===== config.mk =====
export PLATFORM = sky130hd
export DESIGN_NAME = dm_cache_stage
export DESIGN_NICKNAME = d
export VERILOG_FILES = /design/src/rtl/dm_pkg.sv /design/src/rtl/dm_cache_array.sv /design/src/rtl/dm_cache_stage.sv
export SDC_FILE = /design/constraint.sdc
export NUM_CORES = 2
export LEC_CHECK = 0
export CORE_UTILIZATION = 48
export CTS_CLUSTER_DIAMETER = 30
export CTS_CLUSTER_SIZE = 8
export DETAILED_ROUTE_END_ITERATION = 7
export GPL_ROUTABILITY_DRIVEN = 0
export PLACE_DENSITY = 0.63
export SLEW_MARGIN = 20
export SYNTH_ARGS = -nofsm -noshare
export SYNTH_HDL_FRONTEND = slang
export SYNTH_HIERARCHICAL = 1
export SYNTH_SLANG_ARGS = --single-unit

===== constraint.sdc =====
create_clock -name clk -period 17 [get_ports clk]
set_input_delay 2.55 -clock clk [delete_from_list [all_inputs] [get_ports clk]]
set_output_delay 2.55 -clock clk [all_outputs]
set_load 0.005 [all_outputs]

===== src/rtl/dm_pkg.sv =====
// dm_pkg: shared definitions for the data-memory stage.
//   - dm_state_e   : stage FSM states (IDLE / WRITE / FILL / RESP)
//   - DEF_MEM_TO   : default number of cycles to wait for mem_ack
//   - addr_index() : line index of a byte address, addr[idx_w+1:2]
//   - addr_tag()   : tag of a byte address, addr[31:idx_w+2]
package dm_pkg;

   typedef enum logic [1:0] {
      ST_IDLE  = 2'd0,
      ST_WRITE = 2'd1,
      ST_FILL  = 2'd2,
      ST_RESP  = 2'd3
   } dm_state_e;

   localparam int DEF_MEM_TO = 255;

   // Results are 32 bits wide; callers cast down to IDX_W / tag width.
   function automatic logic [31:0] addr_index(input logic [31:0] addr, input int idx_w);
      return (addr >> 2) & ((32'd1 << idx_w) - 32'd1);
   endfunction

   function automatic logic [31:0] addr_tag(input logic [31:0] addr, input int idx_w);
      return addr >> (idx_w + 2);
   endfunction

endpackage


===== src/rtl/dm_cache_array.sv =====
// dm_cache_array: tag/valid/data storage for a direct-mapped cache of
// 2^IDX_W one-word lines.
//   clk, rst   : clock, asynchronous active-high reset (clears valid bits only)
//   rd_*       : combinational read port addressed by rd_idx
//   wr_*       : write port; with wr_if_hit=1 the write only lands when the
//                addressed line is valid and already holds wr_tag (store update)
module dm_cache_array #(
   parameter int IDX_W = 4,
   parameter int TAG_W = 30 - IDX_W
) (
   input  logic             clk,
   input  logic             rst,
   input  logic [IDX_W-1:0] rd_idx,
   output logic             rd_valid,
   output logic [TAG_W-1:0] rd_tag,
   output logic [31:0]      rd_data,
   input  logic             wr_en,
   input  logic             wr_if_hit,
   input  logic [IDX_W-1:0] wr_idx,
   input  logic [TAG_W-1:0] wr_tag,
   input  logic [31:0]      wr_data
);

   localparam int LINES = 1 << IDX_W;

   logic [LINES-1:0] valid_q, valid_d;
   logic [TAG_W-1:0] tag_mem  [LINES];
   logic [31:0]      data_mem [LINES];
   logic             wr_do;

   // A conditional write compares against the line's current contents, so a
   // store and a load lookup can share the cycle with a single read port.
   assign wr_do = wr_en && (!wr_if_hit || (valid_q[wr_idx] && (tag_mem[wr_idx] == wr_tag)));

   always_comb begin
      valid_d = valid_q;
      if (wr_do) valid_d[wr_idx] = 1'b1;
   end

   always_ff @(posedge clk or posedge rst) begin
      if (rst) valid_q <= '0;
      else     valid_q <= valid_d;
   end

   always_ff @(posedge clk) begin
      if (wr_do) begin
         tag_mem[wr_idx]  <= wr_tag;
         data_mem[wr_idx] <= wr_data;
      end
   end

   assign rd_valid = valid_q[rd_idx];
   assign rd_tag   = tag_mem[rd_idx];
   assign rd_data  = data_mem[rd_idx];

endmodule


===== src/rtl/dm_cache_stage.sv =====
// dm_cache_stage: data-memory stage with a direct-mapped, write-through,
// no-write-allocate cache in front of a single-ported backing memory.
//   clk, rst                  : clock, asynchronous active-high reset
//   ld_req/LdAddr_DM/...      : registered load request from AG->DM
//   WE_DM/StrAddr_DM/...      : registered store request from AG->DM
//   stall                     : upstream holds inputs while 1
//   ld_valid/ld_data/...      : load result to writeback (one-cycle pulse)
//   bus_err                   : sticky mem_ack timeout flag
//   mem_req/we/addr/wdata     : backing memory request, held until mem_ack
//   mem_rdata/mem_ack         : backing memory response
module dm_cache_stage
   import dm_pkg::*;
#(
   parameter int IDX_W  = 4,
   parameter int MEM_TO = DEF_MEM_TO
) (
   input  logic        clk,
   input  logic        rst,
   input  logic        ld_req,
   input  logic [31:0] LdAddr_DM,
   input  logic [31:0] LdInstrNO_DM,
   input  logic [31:0] LdInstr_DM,
   input  logic        WE_DM,
   input  logic [31:0] StrAddr_DM,
   input  logic [31:0] WriteData_DM,
   output logic        stall,
   output logic        ld_valid,
   output logic [31:0] ld_data,
   output logic [31:0] ld_instr_no,
   output logic [31:0] ld_instr,
   output logic        bus_err,
   output logic        mem_req,
   output logic        mem_we,
   output logic [31:0] mem_addr,
   output logic [31:0] mem_wdata,
   input  logic [31:0] mem_rdata,
   input  logic        mem_ack
);

   localparam int TAG_W = 30 - IDX_W;
   localparam int CNT_W = $clog2(MEM_TO + 1);

   dm_state_e   state_q, state_d;
   logic [31:2] ld_addr_q, ld_addr_d;
   logic [31:2] st_addr_q, st_addr_d;
   logic [31:0] st_data_q, st_data_d;
   logic        pend_ld_q, pend_ld_d;
   logic        ld_valid_q, ld_valid_d;
   logic [31:0] ld_data_q, ld_data_d;
   logic [31:0] ld_instr_no_q, ld_instr_no_d;
   logic [31:0] ld_instr_q, ld_instr_d;
   logic        bus_err_q, bus_err_d;
   logic [CNT_W-1:0] to_cnt_q, to_cnt_d;

   logic             rd_valid;
   logic [TAG_W-1:0] rd_tag;
   logic [31:0]      rd_data;
   logic             wr_en, wr_if_hit;
   logic [IDX_W-1:0] wr_idx;
   logic [TAG_W-1:0] wr_tag;
   logic [31:0]      wr_data;

   logic [IDX_W-1:0] ld_idx, st_idx, fill_idx;
   logic [TAG_W-1:0] ld_tag, st_tag, fill_tag;
   logic             ld_hit, same_word, timeout;

   assign ld_idx    = IDX_W'(addr_index(LdAddr_DM, IDX_W));
   assign ld_tag    = TAG_W'(addr_tag(LdAddr_DM, IDX_W));
   assign st_idx    = IDX_W'(addr_index(StrAddr_DM, IDX_W));
   assign st_tag    = TAG_W'(addr_tag(StrAddr_DM, IDX_W));
   assign fill_idx  = IDX_W'(addr_index({ld_addr_q, 2'b00}, IDX_W));
   assign fill_tag  = TAG_W'(addr_tag({ld_addr_q, 2'b00}, IDX_W));
   assign ld_hit    = rd_valid && (rd_tag == ld_tag);
   assign same_word = (LdAddr_DM[31:2] == StrAddr_DM[31:2]);
   // Fires on the MEM_TO-th cycle of a memory transaction without an ack.
   assign timeout   = (to_cnt_q == CNT_W'(MEM_TO - 1));

   dm_cache_array #(.IDX_W(IDX_W), .TAG_W(TAG_W)) u_array (
      .clk       (clk),
      .rst       (rst),
      .rd_idx    (ld_idx),
      .rd_valid  (rd_valid),
      .rd_tag    (rd_tag),
      .rd_data   (rd_data),
      .wr_en     (wr_en),
      .wr_if_hit (wr_if_hit),
      .wr_idx    (wr_idx),
      .wr_tag    (wr_tag),
      .wr_data   (wr_data)
   );

   always_comb begin
      state_d       = state_q;
      ld_addr_d     = ld_addr_q;
      st_addr_d     = st_addr_q;
      st_data_d     = st_data_q;
      pend_ld_d     = pend_ld_q;
      ld_valid_d    = 1'b0;
      ld_data_d     = ld_data_q;
      ld_instr_no_d = ld_instr_no_q;
      ld_instr_d    = ld_instr_q;
      bus_err_d     = bus_err_q;
      to_cnt_d      = to_cnt_q;
      wr_en         = 1'b0;
      wr_if_hit     = 1'b0;
      wr_idx        = ld_idx;
      wr_tag        = ld_tag;
      wr_data       = WriteData_DM;

      case (state_q)
         ST_IDLE: begin
            to_cnt_d = '0;
            if (WE_DM) begin
               // Write-through: update only a line that already holds the word.
               st_addr_d = StrAddr_DM[31:2];
               st_data_d = WriteData_DM;
               wr_en     = 1'b1;
               wr_if_hit = 1'b1;
               wr_idx    = st_idx;
               wr_tag    = st_tag;
               pend_ld_d = 1'b0;
               state_d   = ST_WRITE;
            end
            if (ld_req) begin
               ld_addr_d     = LdAddr_DM[31:2];
               ld_instr_no_d = LdInstrNO_DM;
               ld_instr_d    = LdInstr_DM;
               if (WE_DM && same_word) begin
                  // Forward the store data; the store never allocates.
                  ld_valid_d = 1'b1;
                  ld_data_d  = WriteData_DM;
               end else if (ld_hit) begin
                  // Lookup sees pre-store contents.
                  ld_valid_d = 1'b1;
                  ld_data_d  = rd_data;
               end else if (WE_DM) begin
                  pend_ld_d = 1'b1;
               end else begin
                  state_d = ST_FILL;
               end
            end
         end
         ST_WRITE: begin
            if (mem_ack || timeout) begin
               bus_err_d = bus_err_q | ~mem_ack;
               to_cnt_d  = '0;
               pend_ld_d = 1'b0;
               state_d   = pend_ld_q ? ST_FILL : ST_IDLE;
            end else begin
               to_cnt_d = to_cnt_q + CNT_W'(1);
            end
         end
         ST_FILL: begin
            if (mem_ack) begin
               wr_en      = 1'b1;
               wr_idx     = fill_idx;
               wr_tag     = fill_tag;
               wr_data    = mem_rdata;
               ld_data_d  = mem_rdata;
               ld_valid_d = 1'b1;
               to_cnt_d   = '0;
               state_d    = ST_RESP;
            end else if (timeout) begin
               bus_err_d  = 1'b1;
               ld_data_d  = '0;
               ld_valid_d = 1'b1;
               to_cnt_d   = '0;
               state_d    = ST_RESP;
            end else begin
               to_cnt_d = to_cnt_q + CNT_W'(1);
            end
         end
         ST_RESP: state_d = ST_IDLE;
         default: state_d = ST_IDLE;
      endcase
   end

   always_ff @(posedge clk or posedge rst) begin
      if (rst) begin
         state_q       <= ST_IDLE;
         ld_addr_q     <= '0;
         st_addr_q     <= '0;
         st_data_q     <= '0;
         pend_ld_q     <= 1'b0;
         ld_valid_q    <= 1'b0;
         ld_data_q     <= '0;
         ld_instr_no_q <= '0;
         ld_instr_q    <= '0;
         bus_err_q     <= 1'b0;
         to_cnt_q      <= '0;
      end else begin
         state_q       <= state_d;
         ld_addr_q     <= ld_addr_d;
         st_addr_q     <= st_addr_d;
         st_data_q     <= st_data_d;
         pend_ld_q     <= pend_ld_d;
         ld_valid_q    <= ld_valid_d;
         ld_data_q     <= ld_data_d;
         ld_instr_no_q <= ld_instr_no_d;
         ld_instr_q    <= ld_instr_d;
         bus_err_q     <= bus_err_d;
         to_cnt_q      <= to_cnt_d;
      end
   end

   // Memory-side outputs decode straight from the state register so an
   // asynchronous reset drops mem_req immediately.
   assign stall       = (state_q != ST_IDLE);
   assign mem_req     = (state_q == ST_WRITE) || (state_q == ST_FILL);
   assign mem_we      = (state_q == ST_WRITE);
   assign mem_addr    = (state_q == ST_WRITE) ? {st_addr_q, 2'b00} :
                        (state_q == ST_FILL)  ? {ld_addr_q, 2'b00} : 32'h0;
   assign mem_wdata   = (state_q == ST_WRITE) ? st_data_q : 32'h0;
   assign ld_valid    = ld_valid_q;
   assign ld_data     = ld_data_q;
   assign ld_instr_no = ld_instr_no_q;
   assign ld_instr    = ld_instr_q;
   assign bus_err     = bus_err_q;

endmodule

-- Word-level counts from Yosys, hierarchy flattened
Memories as Yosys holds them, arrays and structs flattened.
Cells that the tools add are included.
- word-level logic and storage cells: 115
- memories kept: 2
- output and inout port bits: 165
- RAM bits: 928
- bits in registers: 217
- bits of input ports: 197
- memories (name ; words ; width ; read ports ; clocked after Yosys merged registers in ; write ports ; RTL line ; RTL):
    u_array.data_mem ; 16 ; 32 ; 1 ; 0 ; 1 ; dm_cache_array.sv:28 ; logic [31:0] data_mem [LINES];
    u_array.tag_mem ; 16 ; 26 ; 2 ; 0 ; 1 ; dm_cache_array.sv:27 ; logic [TAG_W-1:0] tag_mem [LINES];
- equal/unequal tests: 13
- add/subtract/negate cells: 1
- mux-type cells: 60
- reductions and logical operators: 21
- magnitude comparators: 3
- bitwise logic cells: 3
- operators with widths (kind ; count):
    32-bit two-way mux ; 10
    32-bit case mux with 2 select lines ; 1
    26-bit equality test ; 2
    26-bit two-way mux ; 2
    26-bit case mux with 2 select lines ; 1
    30-bit equality test ; 1
    8-bit two-way mux ; 3
    8-bit case mux with 3 select lines ; 1
    1-bit two-way mux ; 22
    2-bit two-way mux ; 9
    16-bit OR ; 1
    4-bit by 5-bit < comparator with 1-bit output (second input constant) ; 2
    8-bit by 1-bit adder with 8-bit output (second input constant) ; 1
    1-bit binary-select mux with 4-bit select ; 2
    8-bit equality test (second input constant) ; 1
    4-bit two-way mux ; 2
    1-bit case mux with 2 select lines ; 4
    2-bit case mux with 4 select lines ; 1
    4-bit case mux with 2 select lines ; 1
    2-bit AND reduction ; 4
    4-bit AND reduction ; 2
    2-bit nonzero test ; 4
    2-bit != test (second input constant) ; 3
    3-bit != test (second input constant) ; 2
    12 further kinds ; 19

-- Depth between registers and ports, before layout
- depth in word-level cells: 9
- gate-level depth with buffers: 22
- mapped depth without buffers: 14

-- Cells and area by module
Netlist, hierarchy kept.
- modules (own cells, without submodules) (module ; cells an instance ; times used ; seq. area each (um^2) ; area each (um^2)):
    dm_cache_array ; 1824 ; 1 ; 28267.1 ; 39923.3
    dm_cache_stage ; 1061 ; 1 ; 5029.8 ; 10362.4

-- Worst setup path after synthesis
OpenSTA, ideal clock, no wires.
- path type: input -> register
- start point: input port mem_ack
- end point: memory u_array.data_mem[2][0] (enable)
- stages on the path: 16
- arrival: 8540 ps
- path buffers: 7
- library setup time: 494 ps
- required time: 16506 ps
- setup slack: 7965 ps
- cells stage by stage: and2_1 -> clkbuf_1 -> clkbuf_1 -> a222oi_1 -> inv_1 -> buf_2 -> buf_4 -> clkbuf_1 -> clkbuf_1 -> mux2i_1 -> xor2_1 -> nand4_1 -> a222oi_1 -> nand4b_2 -> buf_4 -> o22ai_1
- longest elaborated chain between the ends: 9
- elaborated cells on any way between the ends: 15
- those cells by class: 1 x eq/ne; 10 x mux; 3 x reduce/logical; 1 x memory
- RTL lines (element ; RTL line ; RTL):
    start: declaration ; dm_cache_stage.sv:37 ; input logic mem_ack
    4-bit two-way mux * ; dm_cache_stage.sv:154 ; if (mem_ack) begin
    4-bit case mux with 2 select lines * ; dm_cache_stage.sv:110 ; case (state_q)
    net wr_idx[1] ; dm_cache_stage.sv:59 ; logic [IDX_W-1:0] wr_idx;
    memory 16 x 26 bit or 1-bit binary-select mux with 4-bit select (tied branches) ; -- ;
    26-bit equality test or 1-bit two-way mux (tied branches) ; dm_cache_array.sv:33 ; assign wr_do = wr_en && (!wr_if_hit || (valid_q[wr_idx] && (tag_mem[wr_idx] == wr_tag)));
    1-bit logical AND ; dm_cache_array.sv:33 ;
    1-bit logical OR ; dm_cache_array.sv:33 ;
    1-bit logical AND ; dm_cache_array.sv:33 ;
    1-bit two-way mux ; dm_cache_array.sv:46 ; if (wr_do) begin
    1-bit two-way mux (not written as such) ; dm_cache_array.sv:48 ; data_mem[wr_idx] <= wr_data;
    end: declaration ; dm_cache_array.sv:28 ;
The timed path passes the listed nets; every way through them passes the cells marked *. The select of a mux whose other input is x is not followed.

-- Worst setup path after layout
- start point: input port WE_DM
- end point: memory u_array.data_mem[10][14] (enable)
- longest elaborated chain between the ends: 9
- elaborated cells on any way between the ends: 17
- those cells by class: 1 x eq/ne; 11 x mux; 4 x reduce/logical; 1 x memory
- RTL lines (element ; RTL line ; RTL):
    start: declaration ; dm_cache_stage.sv:23 ; input logic WE_DM,
    4-bit two-way mux * ; dm_cache_stage.sv:113 ; if (WE_DM) begin
    4-bit case mux with 2 select lines * ; dm_cache_stage.sv:110 ;
    net wr_idx[0] ; dm_cache_stage.sv:59 ;
    memory 16 x 26 bit or 1-bit binary-select mux with 4-bit select (tied branches) ; -- ;
    26-bit equality test or 1-bit two-way mux (tied branches) ; dm_cache_array.sv:33 ;
    1-bit logical AND ; dm_cache_array.sv:33 ;
    1-bit logical OR ; dm_cache_array.sv:33 ;
    1-bit logical AND ; dm_cache_array.sv:33 ;
    1-bit two-way mux ; dm_cache_array.sv:46 ;
    1-bit two-way mux (not written as such) ; dm_cache_array.sv:48 ;
Marks and branches as above.

==> reports/metrics.csv <==
stage,metric,value,unit
outcome,status,completed,
sta,Peak Freq,93.1,MHz
cells_and_area,final core occ,61.2,%
sta,# setup viols final,0,
synthesis,adder-cell share of the synthesized area,0.149,%
routing,final WL,138000,microns
synthesis,dominant cells by area after synthesis,"edfxtp_1 55%, mux4_2 16%, dfrtp_1 11%, mux2_2 3.1%, mux2i_1 2.8%",
sta,Final TNS setup,0,ps
synthesis,post-synthesis compound-gate area fraction,3.44,%
global_route,initial antenna violation count,5,
synthesis,synth unique cells,62,
sta,Slew headroom,22.1,%
cts,CTS buffer count,230,
cells_and_area,layout cells sized above 1,27.4,%
routing,number of remaining DRC errors,0,
sta,fin. max-slew vios,0,
synthesis,post-synthesis sequential area ratio,66.2,%
cts,clk_lat worst skew,800,ps
sta,fin crit period,10750,ps
cts,root buf cell,clkbuf_16,
die,IO Count,362,
cts,Max Root-Sink Buffers,3,
worst_setup_path,Setup crit end kind,flop,
routing,DRT antenna net count,0,
die,Die Footprint,106000,sq um
synthesis,Seq cells post-synth,1145,
global_route,first-pass GRT wire length,204000,microns
worst_setup_path,crit path DAT,11150,ps
die,total core area,104000,sq um
synthesis,Synth Instances,2885,
synthesis,post-synth top area share,55.4,%
cells_and_area,NumNets Final,3556,
sta,period utilization,63.2,%
global_route,vias in the first global route,31293,
pwr,peak supply drop,133,uV
flow_run,MaxCap Viol Count,0,
routing,DR vias/cell,6.02,
synthesis,Avg Inst Size Synth,17.4,sq um
routing,First DRT Iteration DRCs,3415,
synthesis,mux share of post-synthesis cell area,21.7,%
worst_setup_path,Setup crit start kind,input port,
routing,uppermost routed layer,met5,
routing,WL per Instance,28.0,microns
sta,RSZ-0062 raised after global routing,no,
synthesis,"Primary FF master, synth",edfxtp_1,
die,Starting Density,48.5,%
placement,Port-buffer cells,355,
synthesis,"EDFF count, synth",928,
synthesis,async set-reset flop share out of synthesis,19.0,%
die,# rows,118,
pwr,pwr dens,181,nW/um^2
global_route,largest net degree at the start of global routing,141,
synthesis,largest family of logic cells by synthesized area,multiplexers,
routing,metal3 WL,12100,microns
placement,DPL Wire Length,80300,microns
pwr,Leak,22.6,nW
routing,via count,29702,
synthesis,simple-gate portion of the synthesized area,4.64,%
routing,Met1 Routed Length,55900,microns
cells_and_area,Syn-to-layout area delta,26.1,%
sta,Final Skew,35.2,ps
synthesis,Synth Cell Area,50300,sq um
cells_and_area,Fillers,7437,
worst_setup_path,CP required,17400,ps
cts,Worst-path clk slew,40,ps
worst_setup_path,crit-path max FO,66,
synthesis,XOR/XNOR Fraction of Synth Area,1.67,%
hold_path,Hold Crit Class,reg -> reg,
synthesis,Commonest cells post-synth,"928 x edfxtp_1, 356 x nand2_1, 351 x mux4_2",
synthesis,cell taking the most area after synthesis,edfxtp_1,
global_route,total gr overflow,0,
synthesis,most frequent cell after synthesis,edfxtp_1,
cts,hold buffer count at cts,0,
cts,# clock sinks,1145,
sta,Worst-Margin Slew,1160,ps
routing,drt first pass iters,6,
cts,postcts setup bufs,0,
worst_setup_path,CP Class,in -> reg,
cts,CTS tree,yes,
cts,post-cts resize count,0,
sta,final hold viol count,0,
die,die width,326,microns
synthesis,Yosys warnings,6,
cts,H-tree Lvls,4,
routing,routed wl met2,66500,microns
global_route,GRT Total Usage,26.2,%
die,Die Height,326,microns
## state kept, by name, indices dropped and copies added (netlist names)
name and flops:
ld_data 32, ld_instr 32, u_array/tag_mem 416, ld_addr_q 30, u_array/data_mem 512, pend_ld_q 1, to_cnt_q 8, st_data_q 32
bus_err 1, u_array/valid_q 16, state_q 2, st_addr_q 30, ld_instr_no 32, ld_valid 1
## kinds of logic (layout without fill, tap and decap cells)
logic type / after synthesis / count (layout)
XOR/XNOR: 96 / 96
AO/OA/AOI/OAI: 237 / 237
other: 1 / 3
adder cells (fa/ha/maj): 6 / 6
multiplexers: 634 / 634
AND/OR/NAND/NOR: 522 / 522
buffers and inverters: 244 / 914
flip-flops: 1145 / 1145
## per-layer routing
| layer | vias up | track usage (%) |
|---|---|---|
| li1 | 12546 | - |
| met1 | 15451 | 35.2 |
| met2 | 1435 | 41.9 |
| met3 | 266 | 6.76 |
| met4 | 4 | 8.87 |
| met5 | - | 0 |
## final timing paths
kind,cells after the start,slack [ps],to,startpoint
max in group asynchronous,3,13370,st_addr_q[11],rst
setup reg to reg,17,7590,u_array/data_mem[10][14],state_q[0]
hold / removal,2,470,st_data_q[14],st_data_q[14]
hold reg to reg,2,470,st_data_q[14],st_data_q[14]
min in group asynchronous,2,2380,ld_data[11],rst
setup / recovery,16,6250,u_array/data_mem[10][14],WE_DM
## layout by cell type, fill, tap and decap left out, types with 55 or more instances in the layout
| cell type | synthesis | final |
|---|---|---|
| buf_4 | 18 | 61 |
| clkbuf_16 | 0 | 234 |
| clkdlybuf4s50_1 | 0 | 351 |
| dfrtp_1 | 217 | 217 |
| edfxtp_1 | 928 | 928 |
| inv_1 | 60 | 55 |
| mux2_2 | 140 | 140 |
| mux2i_1 | 143 | 143 |
| mux4_2 | 351 | 351 |
| nand2_1 | 356 | 353 |
| o21ai_0 | 65 | 64 |
| xnor2_1 | 66 | 66 |
## layout make-up
class                      count  area [sq um]  area share, %
timing repair buffer         419          4100           6.47
antenna                        1          2.50        0.00395
tap                         1380          1730           2.72
clock inverter               134          1610           2.54
sequential                  1145         33300           52.5
clock buffer                 301          6290           9.91
multi-input combinational   1497         16100           25.5
inverter                      60           241          0.381
## power by group
group / switching, mW / internal [mW] / total (mW) / leakage, nW
logic: 1.79 / 1.29 / 3.08 / 7.82
clock network: 1.46 / 3.01 / 4.47 / 3.80
registers: 0.185 / 3.75 / 3.93 / 11.0
## critical path, stage by stage
cell and delay [ps]:
clkdlybuf4s50_1 620, nand2_4 620, inv_4 650, a222oi_1 240, inv_6 720, buf_4 690
mux4_2 580, mux2i_1 170, xor2_1 340, nand2_1 160, or4_1 520, a222oi_1 710
nand4b_4 180, buf_4 380, o21ai_4 990, buf_4 830
## metrics by stage
stage               setup slack, ps  power (mW)  std cells  hold slack (ps)  cell area (sq um)
floorplan                      7970        5.79       2886              438              50300
global placement               5650        6.97       4498              450              55500
detailed placement             5510        7.04       4498              456              55500
CTS                            6340        11.5       4933              467              63300
global route                   6010        11.9       4936              471              63400
finish                         6250        11.5       4937              466              63400
(Power assumes the default switching activity.)
